[src/rtl/loader_pkg.sv]
// Shared definitions for the instruction-memory loader: FSM encoding, byte lanes
// and the instruction address width used by the memory and the PC.
package loader_pkg;

  localparam int INST_AW = 6;

  localparam logic [2:0] ST_IDLE  = 3'd0;
  localparam logic [2:0] ST_RECV  = 3'd1;
  localparam logic [2:0] ST_WRITE = 3'd2;
  localparam logic [2:0] ST_DONE  = 3'd3;
  localparam logic [2:0] ST_CKSUM = 3'd4;

  // Big-endian stream: lane 0 lands in [31:24], lane 3 in [7:0].
  localparam logic [1:0] LANE_FIRST = 2'd0;
  localparam logic [1:0] LANE_LAST  = 2'd3;

endpackage

[src/rtl/byte_to_word_packer.sv]
// Assembles four big-endian bytes into a 32-bit word; word_valid_o flags the
// cycle in which the fourth byte is taken and word_o carries the full word.
module byte_to_word_packer
  import loader_pkg::*;
(
  input  logic        clk,
  input  logic        rst_n,
  input  logic        clear_i,
  input  logic        take_i,
  input  logic [7:0]  byte_i,
  output logic        word_valid_o,
  output logic [31:0] word_o
);

  logic [1:0]  lane_q, lane_d;
  logic [23:0] shift_q, shift_d;

  always_comb begin
    // NOTE: every next-state signal gets a default first, so no path leaves it unassigned and no latch is inferred.
    lane_d  = lane_q;
    shift_d = shift_q;
    if (clear_i) begin
      lane_d = LANE_FIRST;
    end else if (take_i) begin
      lane_d  = lane_q + 2'd1;
      shift_d = {shift_q[15:0], byte_i};
    end
  end

  assign word_valid_o = take_i && !clear_i && (lane_q == LANE_LAST);
  assign word_o       = {shift_q, byte_i};

  always_ff @(posedge clk) begin
    // NOTE: state registers use non-blocking assignments so all flops update together at the edge.
    if (!rst_n) begin
      lane_q  <= LANE_FIRST;
      shift_q <= '0;
    end else begin
      lane_q  <= lane_d;
      shift_q <= shift_d;
    end
  end

endmodule

[src/rtl/inst_mem_loader.sv]
// Byte-stream loader for the instruction RAM; holds the CPU in reset while loading.
// Optional trailing XOR checksum byte enabled by `define INST_LOADER_CHECKSUM_EN.
module inst_mem_loader
  import loader_pkg::*;
#(
  parameter int AW         = INST_AW,
  parameter int WORD_COUNT = 64,
  parameter int START_ADDR = 0
) (
  input  logic          clk,
  input  logic          rst_n,
  input  logic          start,
  input  logic          byte_valid,
  input  logic [7:0]    byte_data,
  output logic          byte_ready,
  output logic          mem_we,
  output logic [AW-1:0] mem_addr,
  output logic [31:0]   mem_wdata,
  output logic          busy,
  output logic          done,
  output logic          cpu_hold,
  output logic          err
);

  localparam int            CW       = $clog2(WORD_COUNT + 1);
  localparam logic [CW-1:0] LAST_CNT = CW'(WORD_COUNT);
  localparam logic [AW-1:0] START_A  = AW'(START_ADDR);

  logic [2:0]    state_q, state_d;
  logic [AW-1:0] addr_q, addr_d;
  logic [31:0]   wdata_q, wdata_d;
  logic [CW-1:0] cnt_q, cnt_d, cnt_inc;
  logic          busy_q, busy_d;
  logic          done_q, done_d;

  logic          start_ok;
  logic          pack_take;
  logic          word_valid;
  logic [31:0]   word;

`ifdef INST_LOADER_CHECKSUM_EN
  logic          err_q, err_d;
  logic [7:0]    cks_q, cks_d;
  assign byte_ready = (state_q == ST_RECV) || (state_q == ST_CKSUM);
  assign err        = err_q;
`else
  assign byte_ready = (state_q == ST_RECV);
  assign err        = 1'b0;
`endif

  assign start_ok  = start && ((state_q == ST_IDLE) || (state_q == ST_DONE));
  assign pack_take = byte_valid && (state_q == ST_RECV);
  assign cnt_inc   = cnt_q + CW'(1);

  byte_to_word_packer u_packer (
    .clk          (clk),
    .rst_n        (rst_n),
    .clear_i      (start_ok),
    .take_i       (pack_take),
    .byte_i       (byte_data),
    .word_valid_o (word_valid),
    .word_o       (word)
  );

  always_comb begin
    state_d = state_q;
    addr_d  = addr_q;
    wdata_d = wdata_q;
    cnt_d   = cnt_q;
    busy_d  = busy_q;
    done_d  = done_q;
`ifdef INST_LOADER_CHECKSUM_EN
    err_d   = err_q;
    cks_d   = cks_q;
`endif
    case (state_q)
      ST_IDLE, ST_DONE: begin
        if (start) begin
          state_d = ST_RECV;
          busy_d  = 1'b1;
          done_d  = 1'b0;
          addr_d  = START_A;
          cnt_d   = '0;
`ifdef INST_LOADER_CHECKSUM_EN
          err_d   = 1'b0;
          cks_d   = '0;
`endif
        end
      end
      ST_RECV: begin
`ifdef INST_LOADER_CHECKSUM_EN
        if (byte_valid) cks_d = cks_q ^ byte_data;
`endif
        if (word_valid) begin
          wdata_d = word;
          state_d = ST_WRITE;
        end
      end
      ST_WRITE: begin
        cnt_d = cnt_inc;
        if (cnt_inc == LAST_CNT) begin
`ifdef INST_LOADER_CHECKSUM_EN
          state_d = ST_CKSUM;
`else
          state_d = ST_DONE;
          busy_d  = 1'b0;
          done_d  = 1'b1;
`endif
        end else begin
          addr_d  = addr_q + AW'(1);
          state_d = ST_RECV;
        end
      end
`ifdef INST_LOADER_CHECKSUM_EN
      ST_CKSUM: begin
        if (byte_valid) begin
          if (byte_data != cks_q) err_d = 1'b1;
          state_d = ST_DONE;
          busy_d  = 1'b0;
          done_d  = 1'b1;
        end
      end
`endif
      default: state_d = ST_IDLE;
    endcase
  end

  always_ff @(posedge clk) begin
    if (!rst_n) begin
      state_q <= ST_IDLE;
      addr_q  <= START_A;
      wdata_q <= '0;
      cnt_q   <= '0;
      busy_q  <= 1'b0;
      done_q  <= 1'b0;
`ifdef INST_LOADER_CHECKSUM_EN
      err_q   <= 1'b0;
      cks_q   <= '0;
`endif
    end else begin
      state_q <= state_d;
      addr_q  <= addr_d;
      wdata_q <= wdata_d;
      cnt_q   <= cnt_d;
      busy_q  <= busy_d;
      done_q  <= done_d;
`ifdef INST_LOADER_CHECKSUM_EN
      err_q   <= err_d;
      cks_q   <= cks_d;
`endif
    end
  end

  assign mem_we    = (state_q == ST_WRITE);
  assign mem_addr  = addr_q;
  assign mem_wdata = wdata_q;
  assign busy      = busy_q;
  assign done      = done_q;
  assign cpu_hold  = busy_q;

endmodule
[config.mk]
export PLATFORM = sky130hd
export DESIGN_NAME = inst_mem_loader
export DESIGN_NICKNAME = d
export VERILOG_FILES = /design/src/rtl/loader_pkg.sv /design/src/rtl/byte_to_word_packer.sv /design/src/rtl/inst_mem_loader.sv
export SDC_FILE = /design/constraint.sdc
export NUM_CORES = 1
export LEC_CHECK = 0
export CORE_MARGIN = 10
export CORE_UTILIZATION = 50
export CTS_CLUSTER_DIAMETER = 150
export DETAILED_ROUTE_END_ITERATION = 10
export GPL_TIMING_DRIVEN = 1
export HOLD_SLACK_MARGIN = 0.08
export PLACE_DENSITY = 0.76
export SLEW_MARGIN = 20
export SYNTH_ARGS = -nofsm -noshare
export SYNTH_HDL_FRONTEND = slang
export SYNTH_SLANG_ARGS = --single-unit
[constraint.sdc]
create_clock -name clk -period 4.9 [get_ports clk]
set_input_delay 0.735 -clock clk [delete_from_list [all_inputs] [get_ports clk]]
set_output_delay 0.735 -clock clk [all_outputs]
set_load 0.05 [all_outputs]
Word level (Yosys, flattened, before mapping) --
Cells that the tools add are included.
Cells by class: add/subtract/negate cells 3, equality and inequality tests 9, multiplexer cells 15, bitwise logic cells 2, reduce and logical (&&, ||, !) cells 16
Operators with widths (number):
- one-hot mux 7 bit (2 select lines) | 1
- 2-to-1 mux 6 bit | 2
- one-hot mux 6 bit (2 select lines) | 1
- one-hot mux 3 bit (3 select lines) | 1
- AND reduction 2 bit | 4
- adder 7 x 1 -> 7 bit (second input constant) | 1
- equality test 7 bit (second input constant) | 1
- 2-to-1 mux 7 bit | 1
- adder 6 x 1 -> 6 bit (second input constant) | 1
- equality test 3 x 2 -> 1 bit (second input constant) | 2
- 2-to-1 mux 3 bit | 2
- AND reduction 3 bit | 2
- logical AND 1 bit | 4
- 2-to-1 mux 1 bit | 4
- != test 2 x 1 -> 1 bit (second input constant) | 2
- != test 2 bit (second input constant) | 2
- one-hot mux 1 bit (2 select lines) | 2
- OR reduction 2 bit | 2
- equality test 3 x 1 -> 1 bit (second input constant) | 1
- zero test 3 bit | 1
- adder 2 x 1 -> 2 bit (second input constant) | 1
- equality test 2 bit (second input constant) | 1
- 2-to-1 mux 2 bit | 1
- inverter 1 bit | 2
- other kinds (3) | 3
Storage, ports and cells: register bits after elaboration 76, input bits 12, output and inout port bits 44, word-level logic and storage cells 53

Depth between registers and ports, before layout --
Gate-level depths: netlist of the first run.
word-level depth 8, depth in mapped cells 9, gate-level depth less buffers 7

By module --
Synthesis of the first run repeated with hierarchy kept, for this count alone.
Unflattened totals: cells, all modules 377, area, all modules 3223.1 µm²
By module, submodules not included:
- inst_mem_loader | times used 1, cells an instance 272, area each 2137.0 µm², sequential area each 980.9 µm²
- byte_to_word_packer | times used 1, cells an instance 105, area each 1086.0 µm², sequential area each 520.5 µm²

Worst setup path before layout of the first run --
OpenSTA, ideal clock, no wires.
kind reg2reg, start register cnt_q[0], end register addr_q[0] (netlist: mem_addr[0]), setup time 119 ps, arrival 2074 ps, data required time 4781 ps, slack 2706 ps, stages on the path, launching flop included 9, buffers on the path 2, period minus slack after synthesis 2194 ps, cell sequence dfxtp_1 -> ha_1 -> clkbuf_1 -> nand2_1 -> or4_4 -> a311oi_4 -> buf_6 -> mux2i_1 -> o21ai_1
Between the ends: cells in the longest elaborated chain, start to end 4
RTL lines:
- from (decl) | RTL line inst_mem_loader.sv:32 | logic [CW-1:0] cnt_q, cnt_d, cnt_inc;
- from (signal assigned) | RTL line inst_mem_loader.sv:144 | cnt_q <= cnt_d;
- adder 7 x 1 -> 7 bit | RTL line inst_mem_loader.sv:53 | assign cnt_inc = cnt_q + CW'(1);
- equality test 7 bit | RTL line inst_mem_loader.sv:101 | if (cnt_inc == LAST_CNT) begin
- != test 2 bit (no source line)
- AND reduction 3 bit (no source line)
- to (signal assigned) | RTL line inst_mem_loader.sv:142 | addr_q <= addr_d;
- to (decl) | RTL line inst_mem_loader.sv:30 | logic [AW-1:0] addr_q, addr_d;
No other way between the ends. A chain may end at the register's enable or synchronous reset.

==> metrics.md, run 1 <==
| Metric | Value |
|---|---|
| Vias in the first global route | `2,510` |
| Crit path DAT | `3.14 ns` |
| Worst Min Path Start | `mem_wdata[26]` |
| CP Class | `in2reg` |
| Fillers | `546` |
| WP data required | `between 5 and 6 ns` |
| Flop-to-flop setup slack | `2.28 ns` |
| Clock latency on the worst-skew pair | `~0.35 ns` |
| Inserted Clock Buffers | `9` |
| Post-layout nets | `452` |
| Largest net degree at the start of global routing | `slightly below 70` |
| Clock skew | `0.008965 ns` |
| Via/cell ratio | `5.472` |
| Remaining Overflow, GRT | `0` |
| Ranking of synthesized cells by area | `dfxtp_1 (48%), nand2_1 (15%), a21oi_1 (10%), clkbuf_1 (2.9%), ha_1 (2.4%)` |
| Worst path bufs/invs | `2` |
| Die Area | `9788 sq um` |
| Status | `finished, final reports clean` |
| Setup WS post-layout | `2.043 ns` |
| Yosys top cell area share | `approximately half` |
| Critical R2R Launch | `cnt_q[0]` |
| Leak | `1.251 nW` |
| Multi-input logic area | `between 1000 and 1500 sq um` |
| CTS-repair resized insts | `0` |
| CP endpoint kind | `flip-flop` |
| Power density over cell area | `329.4 nW/um^2` |
| Top_reg_cell synth | `dfxtp_1` |
| CTS H-Tree Depth | `3` |
| Synth unique cells | `45` |
| Synth warnings | `0` |
| Mean Syn Cell Area | `7.848 sq um` |
| Delay-heaviest family, CP | `buffers and inverters` |
| MaxCap Viol Count | `0` |
| R2r worst-path depth | `6` |
| Drt pass-1 iters | `6` |
| Chip Width | `approximately 100 um` |
| Yosys reg bits | `75` |
| Reg2reg end | `mem_addr[1]` |
| Via count | `approximately 2.8k` |
| Post-synth EDFFs | `0` |
| # IOs | `56` |
| Cts hold-fix bufs | `0` |
| DRT iter0 DRCs | `156` |
| Grt met2 use | `between 20% and 30%` |
| Post-Syn Area | `3115 sq um` |
| Post-CTS Setup Repair Bufs | `0` |
| GR peak layer | `met2` |
| Mapped Cells | `397` |
| DR DRC count | `0` |
| GPL Wtd Cong | `0.7817` |
| Async SR Flop Fraction | `0%` |
| CP peak stage delay | `0.80 ns` |
| Std cell rows | `28` |
| Clock sink total | `75` |
| Wirelength per Cell | `14.30 um` |
| Worst Hold Path Cells | `2` |
| RSZ-0062 raised after global routing | `no` |
| Starting Density | `52.01%` |
| Die H | `98.94 um` |
| Core ar. | `5991 sq um` |
| Setup Viol. Count Final | `0` |
| Most common cell in the synthesized netlist | `nand2_1` |
| Layout cells sized above 1 | `5.708%` |
| First-pass GRT wire length | `between 10 and 15 mm` |
| Final period utilization | `58.31%` |
| N_diodes | `0` |
| CTS tree | `done` |
| Slew Viols, Final | `0` |
| Final core utilization | `63.99%` |
| FF+latch area | `around 1500 sq um` |
| DRT antenna net count | `0` |
| CTS root buf | `clkbuf_8` |
| CP startpoint kind | `input port` |
| Seq/Total Area, Yosys | `between 40% and 50%` |
| Final Hold Viols | `0` |
| Area Growth Syn to Fin | `23.05%` |
| Cell Chain, Critical Path | `clkdlybuf4s50_1, clkinv_2, or4_1, o21ai_1` |
| Cell taking the most area after synthesis | `dfxtp_1` |
| All-Layer GR Usage | `14.55%` |
| Critical Path Fanout Max | `68` |
| Commonest cells post-synth | `nand2_1 (128), dfxtp_1 (75), a21oi_1 (65), clkbuf_1 (24), nor2_1 (15)` |
| Worst min-delay path endpoint | `mem_wdata[26]` |
| Initial antenna violation count | `0` |
| Final Critical Period | `2.857 ns` |
| Clock slew at reported path FFs | `0.08 ns` |
| Measured slew at the worst slew-check pin | `0.8970 ns` |
| Hold Path Class | `reg2reg` |
| Post-Route WL | `7.335 mm` |
| Slowest cell on crit path | `clkinv_2` |
| Met3 usage | `5.028%` |
| Slew headroom | `40.20%` |
| Clock buffer depth | `2` |
| Place WS | `2.002 ns` |
| Hpwl dp | `a little under 5 mm` |
| M1 GR Usage | `a little under a fifth` |
| Net Count, Synth | `415` |
| Final TNS setup | `0 ns` |
| Peak VDD IR | `between 150 and 200 uV` |
| Port Buf Inserts | `54` |
| F_max | `0.3500 GHz` |
-- worst max path at each step --
stage	start	to	slack [ns]	cells after the start
after floorplan	cnt_q[0]	mem_addr[0]	2.71	8
after global placement	start	cnt_q[6]	2.04	6
after detailed placement	start	cnt_q[6]	2.00	6
after CTS	state_q[0]	mem_we	2.16	4
after global routing	rst_n	mem_addr[2]	1.89	4
final	rst_n	mem_addr[2]	2.04	4
-- layout make-up --
type                       count  share of cell area (%)
sequential                    75                   39.16
inverter                       6                  0.6201
tap                           75                   2.448
timing repair buffer          56                   14.49
clock inverter                 6                   1.697
multi-input combinational    286                   38.35
clock buffer                   9                   3.231
-- worst register-to-register path, delay by kind of cell (launching register included) --
family	cells	cell delay, ns
AOI/OAI and AO/OA	3	1.11
and+or+nand+nor	2	0.53
adders and majority gates	1	0.38
DFF	1	0.46
-- power breakdown --
part | total, mW | switching, mW | internal [mW]
sequential | 0.635 | 0.0125 | 0.622
clock | 0.459 | 0.225 | 0.233
combinational | 0.170 | 0.121 | 0.0491
-- placed cells by master (no fill, tap or decap), types with 3 or more instances in the layout --
| cell type | synthesis | final |
|---|---|---|
| clkdlybuf4s50_1 | 0 | 54 |
| nand3b_1 | 3 | 3 |
| or3_1 | 3 | 3 |
| nand3_1 | 13 | 13 |
| nor2_1 | 15 | 15 |
| clkinv_2 | 0 | 3 |
| ha_1 | 6 | 6 |
| o21ai_1 | 9 | 9 |
| nand4b_1 | 3 | 3 |
| nand2_1 | 128 | 128 |
| a21oi_1 | 65 | 64 |
| clkbuf_8 | 0 | 9 |
| inv_1 | 5 | 5 |
| a22oi_1 | 3 | 3 |
| dfxtp_1 | 75 | 75 |
-- cell families after synthesis --
group	share of synthesized area, %
AO/OA/AOI/OAI	18.15
flip-flops	48.19
AND/OR/NAND/NOR	25.18
multiplexers	0.6426
buffers and inverters	5.020
XOR/XNOR	0.2812
adder cells (fa/ha/maj)	2.410
other	0.1204
-- metrics by stage --
stage          cells  total power, mW  cell area [sq um]  hold WS, ns
5_1_grt          513            1.316               3834       0.4774
6_report         513            1.263               3834       0.4534
4_1_cts          513            1.270               3824       0.4565
2_1_floorplan    397           0.7702               3115       0.4322
3_3_place_gp     498           0.8133               3635       0.4411
3_5_place_dp     498           0.8152               3635       0.4460
-- state kept, by name, summed over array words and instances (netlist names) --
| register | cells |
|---|---|
| mem_wdata | 32 |
| u_packer.shift_q | 24 |
| cnt_q | 7 |
| mem_addr | 6 |
| state_q | 2 |
| u_packer.lane_q | 2 |
| busy | 1 |
| done | 1 |
-- routing by layer --
metal	up-vias	part of all wire [%]
met3	10	6.5
met1	1326	46
met5	-	0
met2	65	46
li1	1406	-
met4	0	1.5
No activity file was read; power rests on OpenSTA's default activity.
==> run 2, diff against run 1 <==
--- a/config.mk
+++ b/config.mk
@@ -6,12 +6,12 @@
 export NUM_CORES = 1
 export LEC_CHECK = 0
 export CORE_MARGIN = 10
-export CORE_UTILIZATION = 50
+export CORE_UTILIZATION = 47
 export CTS_CLUSTER_DIAMETER = 150
 export DETAILED_ROUTE_END_ITERATION = 10
 export GPL_TIMING_DRIVEN = 1
 export HOLD_SLACK_MARGIN = 0.08
-export PLACE_DENSITY = 0.76
+export PLACE_DENSITY = 0.74
 export SLEW_MARGIN = 20
 export SYNTH_ARGS = -nofsm -noshare
 export SYNTH_HDL_FRONTEND = slang
==> constraint.sdc (replaced) <==
create_clock -name clk -period 2.4 [get_ports clk]
set_input_delay 0.36 -clock clk [delete_from_list [all_inputs] [get_ports clk]]
set_output_delay 0.36 -clock clk [all_outputs]
set_load 0.05 [all_outputs]
==> run 2 against run 1 <==
  * Sequential power up 100%
  * Routed wire length up 3.3%
  * Final cell count up 2.9%
  * Register-to-register slack worse by 2.1 ns
  * Global-route usage is 0.28 points higher
  * Count of clock-buffer cells in the layout grew 1
  * Clock skew rose by 0.0010 ns
  * Die area is 5.1% higher
  * Critical path depth increased by 2
  * Critical path type is now reg2reg
  * Critical endpoint is now mem_addr[0]
  * Largest cell class unchanged
==> metrics.md, run 2 (synthesis results as in run 1) <==
| Metric | Value |
|---|---|
| Measured slew at the worst slew-check pin | `0.5286 ns (-0.3684 ns)` |
| Max FFs per register | `32 (unchanged)` |
| Starting Density | `48.79% (-3.2 points)` |
| Crit path DAT | `2.45 ns (-0.69 ns)` |
| Delay-heaviest family, CP | `simple AND/OR/NAND/NOR gates` |
| Die Area | `10,290 sq um (+5.1%)` |
| WP data required | `2.64 ns (-2.54 ns)` |
| Placed Area | `3710 sq um (+2.1%)` |
| Clock sink total | `75 (unchanged)` |
| Drt pass-1 iters | `4 (-2)` |
| CTS H-Tree Depth | `3 (unchanged)` |
| Overall Power | `2.680 mW (+110%)` |
| MaxCap Viol Count | `0 (unchanged)` |
| Final Critical Period | `2.217 ns` |
| Hold Path Class | `reg2reg` |
| Layout cells sized above 1 | `8.647% (+2.9 points)` |
| Vias in the first global route | `2,734 (+8.9%)` |
| Cts hold-fix bufs | `0 (unchanged)` |
| Fillers | `569 (+4.2%)` |
| Slew headroom | `64.76% (+25 points)` |
| Design area | `3936 sq um (+2.7%)` |
| # IOs | `56 (unchanged)` |
| Critical Path Fanout Max | `10 (-85%)` |
| DRT iter0 DRCs | `119 (-24%)` |
| Clock latency on the worst-skew pair | `0.34 ns (about the same)` |
| Clock skew | `0.009981 ns (+0.001016 ns)` |
| Status | `finished, final reports clean` |
| Clock slew at reported path FFs | `0.09 ns (about the same)` |
| GPL Wtd Cong | `0.7861 (+0.56%)` |
| Post-Route WL | `7.575 mm (+3.3%)` |
| Met2 wire length | `3.563 mm (+5.1%)` |
| First-pass GRT wire length | `12.64 mm (+4.9%)` |
| Met1 wire length | `3.449 mm (+2.7%)` |
| Worst Hold Path Cells | `2 (unchanged)` |
| Leak | `1.313 nW (+5.0%)` |
| Remaining Overflow, GRT | `0 (unchanged)` |
| CP peak stage delay | `0.54 ns (-0.26 ns)` |
| Initial antenna violation count | `0 (unchanged)` |
| Std cell rows | `29 (+3.6%)` |
| Final TNS setup | `0 ns (unchanged)` |
| Final period utilization | `92.37%` |
| Via/cell ratio | `5.360 (-2.0%)` |
| Die H | `101.4 um (+2.5%)` |
| N_diodes | `0 (unchanged)` |
| DR DRC count | `0 (unchanged)` |
| Cell Chain, Critical Path | `nand2_1, or4_1, a311oi_4, buf_4, mux2i_1, o21ai_1` |
| Inserted Clock Buffers | `9 (unchanged)` |
| Wirelength per Cell | `14.35 um (+0.34%)` |
| CTS tree | `done` |
| Slew Viols, Final | `0 (unchanged)` |
| F_max | `approximately 0.45 GHz` |
| CP Depth | `6 (+2)` |
| All-Layer GR Usage | `14.83% (+0.28 points)` |
| Commonest non-fill, non-tap cell in the layout | `nand2_1` |
| Core ar. | `6386 sq um (+6.6%)` |
| Final core utilization | `61.64% (-2.4 points)` |
| Hpwl dp | `5.258 mm (+7.9%)` |
| Setup Viol. Count Final | `0 (unchanged)` |
| Clock buffer depth | `2 (unchanged)` |
| Area Growth Syn to Fin | `26.35%` |
| Via count | `2,830 (+0.82%)` |
| Slowest cell on crit path | `or4_1` |
| Peak VDD IR | `471.4 uV (+160%)` |
| Power density over cell area | `680.9 nW/um^2 (+110%)` |
| CP Class | `reg2reg` |
| Leading cell types in the layout, fill and taps excluded | `nand2_1 (128), dfxtp_1 (75), a21oi_1 (64)` |
| Chip Width | `101.4 um (+2.5%)` |
| DRT antenna net count | `0 (unchanged)` |
| Port Buf Inserts | `54 (unchanged)` |
| CTS root buf | `clkbuf_8` |
| CP startpoint kind | `flip-flop` |
| Met3 WL post-DR | `455 um (-4.6%)` |
| Largest net degree at the start of global routing | `49 (-29%)` |
| Top metal layer carrying routed signals | `met4` |
| Worst path bufs/invs | `1 (-1)` |
| Post-layout nets | `464 (+2.7%)` |
| Final Hold Viols | `0 (unchanged)` |
| CP endpoint kind | `flip-flop` |
| R2r worst-path depth | `6 (unchanged)` |
| RSZ-0062 raised after global routing | `no` |
-- run 2: per-layer routing --
metal  track usage, %  vias up
li1                 -     1433
met1            18.09     1325
met2            23.63       62
met3            4.289       10
met4            6.752        0
met5                0        -
-- run 2: report_power, final --
part | internal (mW) | switching [mW] | total (mW)
Clock | 0.518 | 0.489 | 1.01
Combinational | 0.123 | 0.254 | 0.377
Sequential | 1.27 | 0.0268 | 1.30
-- run 2: worst register-to-register path, stage by stage (launching register included) --
cell	delay, ns
dfxtp_1	0.52
nand2_1	0.17
or4_1	0.54
a311oi_4	0.43
buf_4	0.19
mux2i_1	0.17
o21ai_1	0.09
-- run 2: path summary, 6_finish.rpt --
check | slack [ns] | to | start
setup reg to reg | 0.18 | mem_addr[0] | cnt_q[3]
setup / recovery | 0.18 | mem_addr[0] | cnt_q[3]
hold / removal | 0.44 | mem_wdata[24] | u_packer.shift_q[16]
hold reg to reg | 0.44 | mem_wdata[24] | u_packer.shift_q[16]
-- run 2: final cells by class --
type / instances / area [sq um] / area share, %
Clock inverter: 6 / 71.32 / 1.812
Clock buffer: 10 / 137.6 / 3.496
Multi-Input combinational cell: 286 / 1464 / 37.19
Timing Repair Buffer: 68 / 643.1 / 16.34
Inverter: 6 / 22.52 / 0.5722
Sequential cell: 75 / 1501 / 38.14
Tap cell: 77 / 96.34 / 2.448
-- run 2: timing repair --
| action | in CTS | in global routing |
|---|---|---|
| buffers inserted | 0 | 2 |
| resized for setup | 0 | 1 |
| setup endpoints to repair | 0 | 6 |
-- run 2: stage by stage --
| stage | setup slack [ns] | instances | hold slack (ns) |
|---|---|---|---|
| after floorplan | 0.2062 | 397 | 0.4322 |
| after global placement | 0.1635 | 510 | 0.4429 |
| after detailed placement | 0.09100 | 510 | 0.4452 |
| after CTS | 0.05484 | 526 | 0.4507 |
| after global routing | 0.07594 | 528 | 0.4655 |
| final | 0.1832 | 528 | 0.4409 |
==> run 3, diff against run 2 <==
--- a/config.mk
+++ b/config.mk
@@ -5,6 +5,7 @@
 export SDC_FILE = /design/constraint.sdc
 export NUM_CORES = 1
 export LEC_CHECK = 0
+export CAP_MARGIN = 30
 export CORE_MARGIN = 10
 export CORE_UTILIZATION = 47
 export CTS_CLUSTER_DIAMETER = 150
==> results of run 3 <==
The final DEF is identical to that of run 2; final timing and power are the same.
